==> config.mk <==
export PLATFORM = sky130hd
export DESIGN_NAME = serial_adder
export DESIGN_NICKNAME = d
export VERILOG_FILES = /design/src/rtl/serial_adder.sv
export SDC_FILE = /design/constraint.sdc
export NUM_CORES = 1
export LEC_CHECK = 0
export CAP_MARGIN = 10
export CORE_UTILIZATION = 46
export DETAILED_ROUTE_END_ITERATION = 16
export MAX_ROUTING_LAYER = met4
export PLACE_DENSITY = 0.78
export SLEW_MARGIN = 10
export SYNTH_ARGS = -nofsm -noshare
export SYNTH_HDL_FRONTEND = slang
export SYNTH_SLANG_ARGS = --single-unit
==> constraint.sdc <==
create_clock -name clk -period 1.3 [get_ports clk]
set_input_delay 0.26 -clock clk [delete_from_list [all_inputs] [get_ports clk]]
set_output_delay 0.26 -clock clk [all_outputs]
set_load 0.03 [all_outputs]
==> src/rtl/serial_adder.sv <==
// serial_adder: bit-serial LSB-first adder with one full-adder cell, registered carry and start/busy/done handshake
module serial_adder #(
    parameter int WIDTH = 8
) (
    input  logic             clk,
    input  logic             rst,
    input  logic             start,
    input  logic [WIDTH-1:0] a,
    input  logic [WIDTH-1:0] b,
    input  logic             cin,
    output logic             busy,
    output logic             done,
    output logic [WIDTH-1:0] sum,
    output logic             cout
);
    localparam int CW = $clog2(WIDTH);
    localparam logic [CW-1:0] LAST = CW'(WIDTH - 1);
    typedef enum logic [1:0] {IDLE, SHIFT, DONE} state_t;
    state_t state, state_nxt;
    logic [WIDTH-1:0] a_sr, b_sr;
    logic [WIDTH-2:0] acc;
    logic [CW-1:0] cnt;
    logic carry, s, c_nxt, load, last;
    always_comb begin
        s = a_sr[0] ^ b_sr[0] ^ carry;
        c_nxt = (a_sr[0] & b_sr[0]) | (a_sr[0] & carry) | (b_sr[0] & carry);
        load = start && state != SHIFT;
        last = cnt == LAST;
        state_nxt = load ? SHIFT : state != SHIFT ? IDLE : last ? DONE : SHIFT;
    end
    always_ff @(posedge clk) begin
        if (rst) begin
            state <= IDLE;
            a_sr <= '0;
            b_sr <= '0;
            acc <= '0;
            cnt <= '0;
            carry <= 1'b0;
            sum <= '0;
            cout <= 1'b0;
        end else begin
            state <= state_nxt;
            if (load) begin
                a_sr <= a;
                b_sr <= b;
                carry <= cin;
                cnt <= '0;
                acc <= '0;
            end else if (state == SHIFT) begin
                a_sr <= a_sr >> 1;
                b_sr <= b_sr >> 1;
                carry <= c_nxt;
                acc <= (acc >> 1) | ((WIDTH-1)'(s) << (WIDTH - 2));
                cnt <= last ? cnt : cnt + 1'b1;
                if (last) begin
                    sum <= {s, acc};
                    cout <= c_nxt;
                end
            end
        end
    end
    assign busy = state == SHIFT;
    assign done = state == DONE;
endmodule

==> results.sh <==
export IMPL_status="finished, violations left"
export IMPL_violations="setup timing"
export IMPL_start_util=0.495
export IMPL_synth_edf_count=0
export IMPL_stdcell_area_mm2=0.00228
export IMPL_cts_htree_levels=2
export IMPL_grt_pass1_wl_mm=5.98
export IMPL_wl_per_cell_um=15.1
export IMPL_yosysMostFrequentCell="dfxtp_1"
export IMPL_clkSinkCount=38
export IMPL_cp_end_kind="register"
export IMPL_hpwl_mm=2.36
export IMPL_drc=0
export IMPL_root_buffer="clkbuf_4"
export IMPL_synth_ff_type="dfxtp_1"
export IMPL_worst_slack_ns=-0.0265
export IMPL_path_class="reg2reg"
export IMPL_clkLatencyLatePin_ns=0.36
export IMPL_worst_path_buf_inv=1
export IMPL_cts_tree="yes"
export IMPL_drtIter0Drc=63
export IMPL_synth_area_leader_cell="dfxtp_1"
export IMPL_p_leak_nw=0.890
export IMPL_grt_pass1_vias=1310
export IMPL_dr_pass1_iters=4
export IMPL_final_seq_area_um2=768
export IMPL_rsz0062_at_grt="yes"
export IMPL_clkTransAtPathRegs_ns=0.13
export IMPL_period_needed_ns=1.33
export IMPL_crit_path_top_delay_cell="dfxtp_2"
export IMPL_cp_max_fo=6
export IMPL_synth_warnings=0
export IMPL_drive_above_1_share=0.389
export IMPL_portBuffers=30
export IMPL_maxClockFrequency_ghz=0.754
export IMPL_synth_fp_nets=192
export IMPL_grt_overflow=0
export IMPL_nets=233
export IMPL_grt_total_usage=0.206
export IMPL_via_count=1346
export IMPL_maxSlewHeadroom=0.832
export IMPL_finish_utilization=0.668
export IMPL_synthTopCellsByCount="38 x dfxtp_1, 25 x nand2_1, 18 x nor2_1"
export IMPL_fin_crit_sh=1.02
export IMPL_synth_cell_type_count=24
export IMPL_fin_skew_ns=0.0152
export IMPL_ys_top_cells_by_area="dfxtp_1 45%, a211oi_2 11%, mux2i_1 10%, nand2_1 5.6%, nor2_1 4.0%"
export IMPL_ys_seq_elements=38
export IMPL_critical_path_max_stage_delay_ns=0.36
export IMPL_die_area_mm2=0.00392
export IMPL_synthArstFlopShare=0
export IMPL_grt_start_max_net_pins=17
export IMPL_cellPowerDensity_mw_per_mm2=1160
export IMPL_min_path_type="reg2reg"
export IMPL_crit_top_cell="ha_4"
export IMPL_drt_wl_total_mm=3.88
export IMPL_ios=31
export IMPL_place_gp_congestion=0.749
export IMPL_die_h_um=62.6
export IMPL_critPathTopFamily="flip-flops"
export IMPL_antenna_found_initial=0
export IMPL_nFillCells=268
export IMPL_clock_path_buffers=2
export IMPL_whs_ns=0.462
export IMPL_viasPerCell=5.24
export IMPL_drv_cap=0
export IMPL_power_total_w=0.00264
export IMPL_crit_chain="ha_4, ha_4, nand3b_1, buf_12, nand2_2, a21oi_2"
export IMPL_ys_seq_area_frac=0.450
export IMPL_rows=21
export IMPL_worstSetupStartpointType="register"
export IMPL_critical_path_required_ns=1.59
export IMPL_setup_viol=9
export IMPL_multi_input_area_um2=882
export IMPL_ff2ff_setup_slack_ns=-0.03
export IMPL_post_dp_cell_area_mm2=0.00205
export IMPL_final_max_slew_viol_count=0
export IMPL_tightest_slew_ns=0.250
export IMPL_syn_area_mm2=0.00169
export IMPL_drtAntennaViolNets=0
export IMPL_ir_worst_vdd_v=0.00118
export IMPL_cp_data_arrival_time_ns=1.62
export IMPL_n_antenna_cell=0
export IMPL_areaGrowthSynthToFinish_pct=35.1
export IMPL_hold_viol_final=0
export IMPL_die_x_um=62.6
export IMPL_core_mm2=0.00342
export IMPL_synth_cells=169
export IMPL_numCtsBuffers=5
export IMPL_place_ws_ns=-0.154
export IMPL_syn_area_per_cell_um2=9.99
export IMPL_synth_top_area_share=0.450
cell type report:
type	count	area share
multi-input combinational	116	0.387
sequential	38	0.337
timing repair buffer	48	0.201
clock inverter	3	0.0302
tap	46	0.0252
clock buffer	5	0.0164
inverter	1	0.00384
logic make-up after synthesis:
| family | Yosys count | share of synthesized area |
|---|---|---|
| and+or+nand+nor | 58 | 0.152 |
| DFF | 38 | 0.450 |
| AOI/OAI and AO/OA | 37 | 0.193 |
| muxes | 17 | 0.101 |
| buffers and inverters | 15 | 0.0718 |
| adders and majority gates | 3 | 0.0267 |
| xor gates and xnor gates | 1 | 0.00519 |
power by group:
group	leakage (nW)	total [W]	switching, W	internal (W)
logic	0.522	0.000365	0.000175	0.000190
clock network	0.0554	0.00103	0.000426	0.000601
registers	0.312	0.00125	0.0000315	0.00122
total	0.890	0.00264	0.000633	0.00201
metal layers:
metal	track usage	vias to the layer above	routed length, µm
li1	-	660	-
met1	0.211	639	1580
met2	0.363	36	2030
met3	0.0620	11	160
met4	0.0872	0	105
met5	-	-	0
what timing repair did:
item                       CTS  global route
gates resized for setup     40            37
setup endpoints to repair   24            34
hold endpoints to repair     0             0
hold buffers                 0             0
buffers inserted             3             2
pin swaps                    2            12
gates cloned                 0             1
state kept, by name (all words and copies together), names as in the netlist:
| register | count |
|---|---|
| carry | 1 |
| a_sr | 8 |
| cnt | 3 |
| cout | 1 |
| sum | 8 |
| b_sr | 8 |
| acc | 7 |
| state | 2 |
layout by cell type (no fill, tap or decap), types with 5 or more instances in the layout:
cell type        count
dfxtp_1             34
clkdlybuf4s50_1     19
nor2_1              18
nand2_1             18
mux2i_1             17
a211oi_2            15
a21oi_2             13
buf_4               12
nand3_1              9
buf_2                9
nand2_2              7
a21oi_1              5
clkbuf_4             5
through the flow:
step	cells	TNS, ns
after global placement	243	-2.26
after floorplan	169	0
after detailed placement	243	-3.05
after CTS	254	0
after global routing	257	-0.822
final	257	-0.139
tightest hold or removal path: stages (launching register included):
cell and delay, ns:
dfxtp_1 0.34, nand2_2 0.05, a21oi_2 0.04
path summary, 6_finish.rpt:
| check | depth (start not counted) | start | end |
|---|---|---|---|
| min reg2reg | 2 | sum[5] | sum[5] |
| max reg2reg | 6 | cnt[1] | sum[1] |
| max | 6 | cnt[1] | sum[1] |
| min | 2 | sum[5] | sum[5] |
Power figures use the tool's default switching activity.
